`src/rtl/kme_clk_gate_pkg.sv`:
```
// kme_clk_gate_pkg: shared types and defaults for the kme clock-gate controller
// Holds the FSM state enum, default idle/wake cycle counts and the countdown width.
package kme_clk_gate_pkg;
  typedef enum logic [1:0] {RUN, IDLE_WAIT, GATED, WAKE} state_t;
  localparam int DEF_IDLE_CYCLES = 16;
  localparam int DEF_WAKE_CYCLES = 4;
  localparam int CNT_W = 8;
endpackage

```
`src/rtl/kme_clk_gate_cnt.sv`:
```
// kme_clk_gate_cnt: loadable down-counter with zero flag, stops at 0
// Ports: clk, rst_n (async active-low), load/load_val (reload), dec (count down), zero (count is 0).
module kme_clk_gate_cnt
  import kme_clk_gate_pkg::*;
(
  input  logic             clk,
  input  logic             rst_n,
  input  logic             load,
  input  logic [CNT_W-1:0] load_val,
  input  logic             dec,
  output logic             zero
);
  logic [CNT_W-1:0] cnt;
  always_ff @(posedge clk or negedge rst_n) begin
    if (!rst_n) cnt <= '0;
    else if (load) cnt <= load_val;
    else if (dec && cnt != '0) cnt <= cnt - 1'b1;
  end
  assign zero = cnt == '0;
endmodule

```
`src/rtl/kme_clk_gate_ctrl.sv`:
```
// kme_clk_gate_ctrl: idle-driven clock gating controller for the kme_tb_dut domain
// Ports: clk, rst_n (async active-low), gate_req (gating permitted), ungate_req (force wake),
// dut_idle (no pending work), clk_en (gate cell enable), gate_ack (high while GATED),
// wake_done (pulse on WAKE->RUN), gate_cnt (saturating count of gate entries).
module kme_clk_gate_ctrl
  import kme_clk_gate_pkg::*;
#(
  parameter int IDLE_CYCLES = DEF_IDLE_CYCLES,
  parameter int WAKE_CYCLES = DEF_WAKE_CYCLES
) (
  input  logic        clk,
  input  logic        rst_n,
  input  logic        gate_req,
  input  logic        ungate_req,
  input  logic        dut_idle,
  output logic        clk_en,
  output logic        gate_ack,
  output logic        wake_done,
  output logic [15:0] gate_cnt
);
  if (IDLE_CYCLES < 1 || IDLE_CYCLES > 255) begin : g_bad_idle
    $error("IDLE_CYCLES must be in 1..255");
  end
  if (WAKE_CYCLES < 1 || WAKE_CYCLES > 255) begin : g_bad_wake
    $error("WAKE_CYCLES must be in 1..255");
  end
  localparam logic [CNT_W-1:0] IDLE_LOAD = CNT_W'(IDLE_CYCLES - 1);
  localparam logic [CNT_W-1:0] WAKE_LOAD = CNT_W'(WAKE_CYCLES - 1);
  state_t state, nxt;
  logic cnt_zero, cnt_load, cnt_dec;
  logic [CNT_W-1:0] cnt_val;
  // Any of these leaves (or blocks entry to) the gated path; ungate_req thus wins everywhere.
  logic cause;
  assign cause = ungate_req || !gate_req || !dut_idle;
  always_comb begin
    nxt = state;
    cnt_load = 1'b0;
    cnt_val = '0;
    cnt_dec = 1'b0;
    case (state)
      RUN: begin
        nxt = cause ? RUN : IDLE_WAIT;
        cnt_load = !cause;
        cnt_val = IDLE_LOAD;
      end
      IDLE_WAIT: begin
        nxt = cause ? RUN : cnt_zero ? GATED : IDLE_WAIT;
        cnt_dec = !cause && !cnt_zero;
      end
      GATED: begin
        nxt = cause ? WAKE : GATED;
        cnt_load = cause;
        cnt_val = WAKE_LOAD;
      end
      WAKE: begin
        nxt = cnt_zero ? RUN : WAKE;
        cnt_dec = !cnt_zero;
      end
      default: nxt = RUN;
    endcase
  end
  kme_clk_gate_cnt u_cnt (
    .clk(clk),
    .rst_n(rst_n),
    .load(cnt_load),
    .load_val(cnt_val),
    .dec(cnt_dec),
    .zero(cnt_zero)
  );
  // Outputs are decoded from the next state so they change on the same edge as the state.
  always_ff @(posedge clk or negedge rst_n) begin
    if (!rst_n) begin
      state <= RUN;
      clk_en <= 1'b1;
      gate_ack <= 1'b0;
      wake_done <= 1'b0;
      gate_cnt <= '0;
    end else begin
      state <= nxt;
      clk_en <= nxt != GATED;
      gate_ack <= nxt == GATED;
      wake_done <= state == WAKE && nxt == RUN;
      if (state == IDLE_WAIT && nxt == GATED && gate_cnt != 16'hFFFF) gate_cnt <= gate_cnt + 16'd1;
    end
  end
endmodule

```
`config.mk`:
```
export PLATFORM = sky130hd
export DESIGN_NAME = kme_clk_gate_ctrl
export DESIGN_NICKNAME = d
export VERILOG_FILES = /design/src/rtl/kme_clk_gate_pkg.sv /design/src/rtl/kme_clk_gate_cnt.sv /design/src/rtl/kme_clk_gate_ctrl.sv
export SDC_FILE = /design/constraint.sdc
export NUM_CORES = 1
export LEC_CHECK = 0
export BUFFER_PORTS_ARGS = -buffer_cell sky130_fd_sc_hd__buf_4
export CAP_MARGIN = 20
export CORE_ASPECT_RATIO = 0.8
export CORE_UTILIZATION = 50
export CTS_CLUSTER_SIZE = 28
export DETAILED_ROUTE_END_ITERATION = 12
export HOLD_SLACK_MARGIN = 0.02
export PLACE_DENSITY = 0.72
export SYNTH_ARGS = -nofsm -noshare
export SYNTH_HDL_FRONTEND = slang
export SYNTH_SLANG_ARGS = --single-unit
```
`constraint.sdc`:
```
create_clock -name clk -period 6.52 [get_ports clk]
set_input_delay 1.63 -clock clk [delete_from_list [all_inputs] [get_ports clk]]
set_output_delay 1.63 -clock clk [all_outputs]
set_load 0.02 [all_outputs]
```
==> impl_metrics.yaml, run 1 <==
floorplanning:
  core_area_um2: 2790
  dieArea_um2: 3200
  start_util_pct: 53.4
  rows: 17
  die_w_um: 63.0
  num_io_pins: 24
  die_height_um: 50.8
grt:
  overflow: 0
  antenna_found_initial: 0
  grt_pass1_vias: 1065
  grt_pass1_wl_mm: 4.85
  grt_usage_pct: 20.3
  grt_max_degree: 30
setup_path:
  crit_path_start_kind: "input pin"
  crit_required_ns: 6.73
  ff2ff_path_depth: 7
  crit_fanout: 13
  crit-reg2reg-capture: "gate_cnt[9]$_DFFE_PN0P_"
  r2r_slack_ns: 4.14
  cp-end-kind: "flop"
  r2r_start: "u_cnt.cnt[0]$_DFFE_PN0P_"
  cp_data_arrival_time_ns: 3.20
  crit_type: "input pin to flop"
sta:
  finalHoldViolCount: 0
  relSlewSlack_pct: 55.3
  setup_violations: 0
  layout_min_cycle_time_ns: 2.99
  max_clock_freq_mhz: 334
  finClkSkew_ns: 0.0105
  rsz0062_at_grt: "no"
  maxSlewViolCount: 0
  worst_pin_slew_ns: 0.671
  setup_tns_ns: 0
  finalCritPeriodShare_pct: 45.9
place:
  portBuffers: 23
  dp_hpwl_mm: 2.04
  gp_congestion: 0.796
worst_hold_path:
  hold_class: "flop to flop"
  hold_path_end: "gate_cnt[9]$_DFFE_PN0P_"
  hold_start: "gate_cnt[9]$_DFFE_PN0P_"
  whs_path_depth: 1
synthesis:
  syn-cell-area_um2: 1490
  yosysTopAreaCell: "dfrtp_1"
  async_flop_share_pct: 100
  synth_top_area_share_pct: 47.1
  synth_commonest_cells: "dfrtp_1 (28), nor2_1 (22), nand2_1 (15), xor2_1 (12)"
  syn_area_per_cell_um2: 9.98
  synth_edf_count: 0
  synth_cells: 149
  synth_ff_type: "dfrtp_1"
  synth_cell_types: 36
  syn_nets: 157
  synth_area_leaders: "dfrtp_1 (47%), xor2_1 (7.1%), nor2_1 (5.6%), nand2_1 (3.8%), xnor2_1 (2.9%)"
  yosysMostFrequentCell: "dfrtp_1"
  synth-seq-area-share_pct: 48.9
  ys_ff_latch: 29
  yosysWarnings: 0
clock_network:
  post_cts_resize_count: 0
  path_clk_slew_ns: 0.07
  htreeDepth: 2
  cts_buffers: 5
  cts_tree: "built"
  cts_setup_buffers: 0
  hold_buffers: 0
  cts.path.max_buffers: 2
  root_buffer: "clkbuf_8"
  cts.sinks: 29
  worstSkewPairLatency_ns: 0.28
power_and_ir_drop:
  leakagePower_nw: 0.863
  power_density_nw_per_um2: 307
  peakVddDrop_uv: 187
  power_mw: 0.547
final_layout:
  drive_above_1_share_pct: 22.6
  fin_nets: 184
  antenna_cells: 0
  synthToLayoutAreaGrowth_pct: 19.5
routing:
  drt_first_pass_iters: 4
  drtAntennaViolNets: 0
  vias_per_cell: 5.39
  first_iter_violations: 98
  routed-via-count: 1158
  drc: 0
  wire_per_inst_um: 13.3
  drt_wl_total_mm: 2.86
job:
  maxCapViolCount: 0
status:
  status: "finished clean"
[cell families after synthesis]
group,after synthesis,synth area share [%]
compound gates,13,6.22
xor+xnor,17,10.0
fa+ha+maj,3,2.52
buf+inv,9,2.86
flops,29,48.9
mux,4,2.86
simple gates,74,26.7
[through the flow]
stage	hold WS, ns	cell area [um^2]	cells	util (%)	worst slack [ns]
5_1_grt	0.539	1780	215	63.8	3.48
6_report	0.516	1780	215	63.8	3.53
2_1_floorplan	0.502	1490	149	-	3.45
4_1_cts	0.514	1780	215	63.8	3.54
3_5_place_dp	0.505	1690	207	60.6	3.24
3_3_place_gp	0.508	1690	207	60.6	3.31
[how the worst max path moves through the flow]
stage | start | endpoint | slack [ns] | cells after the start
global placement | ungate_req | gate_cnt[7]$_DFFE_PN0P_ | 3.31 | 6
CTS | ungate_req | gate_cnt[9]$_DFFE_PN0P_ | 3.54 | 6
global route | ungate_req | gate_cnt[9]$_DFFE_PN0P_ | 3.48 | 6
finish | ungate_req | gate_cnt[9]$_DFFE_PN0P_ | 3.53 | 6
floorplan | ungate_req | gate_cnt[10]$_DFFE_PN0P_ | 3.45 | 6
detailed placement | ungate_req | gate_cnt[9]$_DFFE_PN0P_ | 3.24 | 6
[power breakdown]
part | total, mW | leakage [nW] | internal [mW] | switching [mW]
Clock | 0.153 | 0.0455 | 0.0859 | 0.0669
Combinational | 0.143 | 0.442 | 0.0605 | 0.0825
Sequential | 0.251 | 0.376 | 0.211 | 0.0401
[critical path: stages]
cell	delay, ns
buf_4	0.12
nand4bb_1	0.21
or4_4	0.57
a31o_4	0.30
nor3_2	0.22
xor2_1	0.15
[flip-flops by register name, summed over array words and instances (netlist names)]
name,flops
clk_en,1
gate_ack,1
gate_cnt,16
state,2
u_cnt.cnt,8
wake_done,1
[layer usage]
| layer | global-route usage (%) | up-vias | wire, um |
|---|---|---|---|
| met5 | 0 | - | 0 |
| met2 | 28.9 | 25 | 1290 |
| met4 | 9.69 | 0 | 37 |
| met3 | 6.36 | 5 | 127 |
| li1 | - | 566 | - |
| met1 | 28.1 | 562 | 1410 |
[area by class of cell]
type | count | area (um^2)
Multi-Input combinational cell | 111 | 718
Sequential cell | 29 | 727
Tap cell | 38 | 47.5
Clock buffer | 8 | 90.1
Timing Repair Buffer | 23 | 173
Inverter | 6 | 22.5
Fill cell | 231 | 1010
[placed cells by master, fill, tap and decap left out, types with 2 or more instances in the layout]
cell type,n
and3_1,4
nor3_2,4
nor4_1,5
xnor2_1,5
dfrtp_1,28
mux2_2,2
o21ai_0,4
inv_1,6
nor2b_1,2
nor2_1,22
xor2_1,12
buf_4,23
nand2_1,15
nand4_1,4
clkbuf_1,2
nand3_1,6
a21oi_1,3
nor3_1,2
clkbuf_8,6
mux2i_1,2
nand2b_1,3
ha_1,3
(Power assumes the default switching activity.)
==> run 2: changes to the inputs <==
- ABC_AREA: default -> 1
- PLACE_DENSITY: 0.72 -> 0.71
- clock period: 6.52 -> 3.15 ns (I/O delays scaled with it)
==> run 2 against run 1 <==
  * Global-route usage rose by 3.2 points
  * Sequential cell count is the same
  * Power up 140%
  * Critical path type is now flop to flop
  * Largest power group unchanged
  * First-iteration DRC count up 62%
  * Routed wire length grew 37%
  * Clock power increased by 110%
  * Worst hold slack got worse by 0.097 ns
  * Worst setup slack got worse by 2.2 ns
  * Clock skew is 0.0047 ns lower
  * Sequential power rose by 100%
  * Sequential share of layout area is 5.8 points lower
==> impl_metrics.yaml, run 2 <==
status:
  status: "finished clean"
clock_network:
  post_cts_resize_count: 0
  cts.sinks: 29
  hold_buffers: 0
  root_buffer: "clkbuf_8"
  cts.path.max_buffers: 2
  htreeDepth: 2
  path_clk_slew_ns: 0.06
  worstSkewPairLatency_ns: 0.29
  cts_buffers: 5
  cts_setup_buffers: 0
  cts_tree: "built"
sta:
  whs_ns: 0.418
  rsz0062_at_grt: "no"
  setup_slack_ns: 1.30
  layout_min_cycle_time_ns: 1.85
  worst_pin_slew_ns: 0.430
  finClkSkew_ns: 0.00585
  maxSlewViolCount: 0
  finalHoldViolCount: 0
  relSlewSlack_pct: 71.2
  finalCritPeriodShare_pct: 58.9
  setup_tns_ns: 0
  setup_violations: 0
  max_clock_freq_mhz: 539
synthesis:
  yosysWarnings: 0
  yosysTopAreaCell: "dfrtp_1"
  yosysMostFrequentCell: "nand2_1"
  synth_cell_types: 25
  synth_commonest_cells: "nand2_1 (99), dfrtp_1 (28), nor2_1 (24), inv_1 (18), o21ai_0 (18)"
  synth_ff_type: "dfrtp_1"
  synth_edf_count: 0
  synth_cells: 242
  synth_top_area_share_pct: 39.3
  synth-seq-area-share_pct: 40.8
  synth_area_leaders: "dfrtp_1 (39%), nand2_1 (21%), o21ai_0 (5.1%), nor2_1 (5.1%), inv_1 (3.8%)"
  syn-cell-area_um2: 1780
  syn_area_per_cell_um2: 7.37
  syn_nets: 250
  ys_ff_latch: 29
  async_flop_share_pct: 100
power_and_ir_drop:
  peakVddDrop_uv: 436
  power_mw: 1.30
  leakagePower_nw: 1.08
  power_density_nw_per_um2: 625
floorplanning:
  num_io_pins: 24
  die_w_um: 68.8
  start_util_pct: 52.1
  rows: 19
  dieArea_um2: 3810
  die_height_um: 55.4
  core_area_um2: 3420
routing:
  vias_per_cell: 5.20
  wire_per_inst_um: 12.6
  drc: 0
  first_iter_violations: 159
  drt_wl_total_mm: 3.93
  drt_first_pass_iters: 4
  routed-via-count: 1621
  drtAntennaViolNets: 0
final_layout:
  nFillCells: 333
  largestRegisters: "gate_cnt: 16 flops, u_cnt.cnt: 8 flops, state: 2 flops"
  largest_reg_flops: 16
  layout.cells.non_filler: 312
  fin_area_um2: 2070
  fin_nets: 277
  fin_util_pct: 60.6
  final_cell_mix: "nand2_1 (99), dfrtp_1 (28), nor2_1 (24), buf_4 (23)"
  final_common_cell: "nand2_1"
  antenna_cells: 0
  top_register: "gate_cnt"
  drive_above_1_share_pct: 16.7
  synthToLayoutAreaGrowth_pct: 16.4
grt:
  overflow: 0
  grt_pass1_vias: 1446
  antenna_found_initial: 0
  grt_max_degree: 30
  grt_pass1_wl_mm: 6.58
  grt_usage_pct: 23.5
setup_path:
  cp-end-kind: "flop"
  crit_required_ns: 3.37
  crit_type: "flop to flop"
  cp_data_arrival_time_ns: 2.08
  crit_fanout: 17
  crit_path_start_kind: "flop"
place:
  place_inst: 304
  dpl_worst_slack_ns: 1.27
  dpl_cell_area_um2: 1980
  gp_congestion: 0.816
  portBuffers: 23
  dp_hpwl_mm: 2.73
job:
  maxCapViolCount: 0
worst_hold_path:
  hold_class: "input pin to asynchronous set/reset pin"
-- run 2: cell count changes after synthesis, sizes merged, moves of 3 or more --
cell,previous run,this run
a21oi,3,0
and3,4,0
inv,6,19
nand2,15,102
nand2b,3,0
nand3,6,15
nand4,4,7
nor2,22,32
nor3,6,0
nor4,5,0
o21ai,4,19
xor2,12,4
-- run 2: worst max-delay path, stage by stage, from the launching register on --
cell     delay [ns]
dfrtp_1        0.39
inv_1          0.17
ha_1           0.23
nand3_4        0.11
nor2_8         0.17
nand3_4        0.19
nor2_4         0.35
nand2_1        0.09
nand2_1        0.09
-- run 2: worst paths after layout --
kind / start / slack, ns / depth (start not counted) / end
setup / recovery: u_cnt.cnt[0]$_DFFE_PN0P_ / 1.30 / 8 / gate_cnt[14]$_DFFE_PN0P_
hold reg to reg: u_cnt.cnt[7]$_DFFE_PN0P_ / 0.51 / 2 / u_cnt.cnt[7]$_DFFE_PN0P_
max in group asynchronous: rst_n / 2.41 / 1 / clk_en$_DFF_PN1_
setup reg to reg: u_cnt.cnt[0]$_DFFE_PN0P_ / 1.30 / 8 / gate_cnt[14]$_DFFE_PN0P_
hold / removal: rst_n / 0.42 / 1 / gate_cnt[6]$_DFFE_PN0P_
min in group clk: u_cnt.cnt[7]$_DFFE_PN0P_ / 0.51 / 2 / u_cnt.cnt[7]$_DFFE_PN0P_
-- run 2: cell families after synthesis --
logic type | share of synthesized area (%)
AO/OA/AOI/OAI | 6.25
XOR/XNOR | 4.42
AND/OR/NAND/NOR | 41.1
buffers and inverters | 5.33
flip-flops | 40.8
adder cells (fa/ha/maj) | 2.11
-- run 2: metal layers --
metal	vias to the layer above	GRT usage [%]	wire (um)
li1	821	-	-
met2	49	30.5	1680
met5	-	0	0
met1	746	35.4	1960
met3	5	6.82	243
met4	0	10.8	47
-- run 2: area by class of cell --
| type | count | area, um^2 | area share [%] |
|---|---|---|---|
| inverters | 19 | 71.3 | 3.44 |
| well taps | 42 | 52.6 | 2.53 |
| repair buffers | 23 | 173 | 8.32 |
| multi-input cells | 191 | 961 | 46.3 |
| clock buffers | 8 | 90.1 | 4.34 |
| flip-flops and latches | 29 | 727 | 35.0 |
-- run 2: report_power, final --
part / switching (mW) / leakage [nW] / total (mW) / internal (mW)
Clock: 0.142 / 0.0455 / 0.320 / 0.178
Combinational: 0.307 / 0.646 / 0.464 / 0.157
Sequential: 0.0692 / 0.388 / 0.512 / 0.443
Total: 0.518 / 1.08 / 1.30 / 0.777
==> run 3: changes to the inputs <==
- ABC_AREA: 1 -> 0
- PLACE_DENSITY: 0.71 -> 0.75
- clock period: 3.15 -> 1.7 ns (I/O delays scaled with it)
==> run 3 against run 2 <==
  * The flow now finishes with violations (negative setup slack)
  * Routed wire length up 28%
  * Register-to-register slack got worse by 1.9 ns
  * Non-clock buffer count is 46 higher
  * Die area is 16% lower
  * Largest power group is now combinational logic
==> impl_metrics.yaml, run 3 (synthesis gave the netlist of run 1 again) <==
status:
  status: "finished with violations"
  violations: "negative setup slack"
final_layout:
  antenna_cells: 0
  final_common_cell: "buf_4"
  nFillCells: 137
  largest_reg_flops: 16
  fin_util_pct: 84.1
  layout.cells.non_filler: 261
  synthToLayoutAreaGrowth_pct: 57.4
  top_register: "gate_cnt"
  final_cell_mix: "buf_4 (56), dfrtp_1 (28), nand2_1 (14), buf_6 (13)"
  drive_above_1_share_pct: 49.3
  largestRegisters: "gate_cnt: 16 flops, u_cnt.cnt: 8 flops, state: 2 flops"
  fin_nets: 231
routing:
  drt_wl_total_mm: 5.02
  routed-via-count: 1532
  first_iter_violations: 111
  drt_first_pass_iters: 5
  vias_per_cell: 5.87
  drc: 0
  drtAntennaViolNets: 0
  wire_per_inst_um: 19.2
sta:
  worst_pin_slew_ns: 0.373
  setup_slack_ns: -0.584
  finClkSkew_ns: 0.00323
  finalHoldViolCount: 0
  maxSlewViolCount: 0
  rsz0062_at_grt: "yes"
  relSlewSlack_pct: 74.9
  setup_violations: 29
  max_clock_freq_mhz: 438
  layout_min_cycle_time_ns: 2.28
  finalCritPeriodShare_pct: 134
setup_path:
  crit_type: "flop to flop"
  cpMaxStageDelayCell: "or4_4"
  cp-end-kind: "flop"
  slowest_delay_ns: 0.49
  crit_chain: "inv_2 > ha_4 > or4b_4 > or4_4 > a31o_4 > nor3_4 > xor2_1"
  critPathTopFamily: "simple AND/OR/NAND/NOR gates"
  crit_required_ns: 1.89
  cp_data_arrival_time_ns: 2.48
  crit_path_start_kind: "flop"
  crit_fanout: 7
  cp_num_buf_inv: 1
grt:
  antenna_found_initial: 0
  grt_pass1_wl_mm: 6.71
  grt_usage_pct: 28.6
  grt_max_degree: 30
  grt_pass1_vias: 1393
  overflow: 0
floorplanning:
  die_w_um: 63.0
  start_util_pct: 53.4
  core_area_um2: 2790
  rows: 17
  die_height_um: 50.8
  num_io_pins: 24
  dieArea_um2: 3200
power_and_ir_drop:
  leakagePower_nw: 1.13
  power_mw: 3.01
  power_density_nw_per_um2: 1290
  peakVddDrop_uv: 882
place:
  place_inst: 234
  dp_hpwl_mm: 2.48
  portBuffers: 23
  gp_congestion: 0.896
  dpl_worst_slack_ns: -0.512
clock_network:
  cts_buffers: 5
  root_buffer: "clkbuf_8"
  worstSkewPairLatency_ns: 0.28
  cts.sinks: 29
  cts_tree: "built"
  htreeDepth: 2
  cts.path.max_buffers: 2
  path_clk_slew_ns: 0.06
job:
  maxCapViolCount: 0
worst_hold_path:
  hold_class: "input pin to asynchronous set/reset pin"
[run 3: cell type report]
cell class              instances  area, um^2  share of cell area, %
flip-flops and latches         29         727                   31.0
repair buffers                 69         567                   24.2
clock buffers                   7        86.3                   3.69
inverters                       6        25.0                   1.07
well taps                      38        47.5                   2.03
multi-input cells             112         890                   38.0
[run 3: path summary, 6_finish.rpt]
kind / start / end / slack (ns) / cells past startpoint
worst max register to register: u_cnt.cnt[0]$_DFFE_PN0P_ / gate_cnt[8]$_DFFE_PN0P_ / -0.58 / 7
min in group clk: gate_cnt[11]$_DFFE_PN0P_ / gate_cnt[11]$_DFFE_PN0P_ / 0.55 / 1
worst min-delay path: rst_n / wake_done$_DFF_PN0_ / 0.05 / 1
max in group asynchronous: rst_n / clk_en$_DFF_PN1_ / 1.34 / 1
worst max-delay path: u_cnt.cnt[0]$_DFFE_PN0P_ / gate_cnt[8]$_DFFE_PN0P_ / -0.58 / 7
worst min register to register: gate_cnt[11]$_DFFE_PN0P_ / gate_cnt[11]$_DFFE_PN0P_ / 0.55 / 1
[run 3: report_power, final]
group | switching (mW) | internal (mW)
Sequential | 0.0951 | 0.809
Clock | 0.244 | 0.320
Combinational | 0.780 | 0.766
[run 3: worst reg2reg max path: stages, from the launching register on]
cell and delay [ns]:
dfrtp_1 0.40, inv_2 0.10, ha_4 0.14, or4b_4 0.47, or4_4 0.49, a31o_4 0.30
nor3_4 0.14, xor2_1 0.18
[run 3: per-stage QoR]
stage	setup TNS (ns)	cell area (um^2)	hold WS, ns
3_5_place_dp	-8.80	1890	0.368
6_report	-13.88	2340	0.0548
5_1_grt	-14.87	2340	0.0852
3_3_place_gp	-7.53	1890	0.363
2_1_floorplan	-8.20	1490	0.129
4_1_cts	-9.17	2190	0.0745
[run 3: routing by layer]
layer	GRT usage (%)	part of all wire (%)	wire, um
met4	10.9	3.4	172
met1	33.4	40	2000
met5	0	0	0
met2	51.4	49	2480
met3	6.14	7.4	372
[run 3: timing repair]
action,4_1_cts,5_1_grt
gates cloned,1,0
setup buffers,22,8
pin swaps,16,14
hold buffers,0,0
resized for setup,31,20
endpoints found under the setup margin,27,29
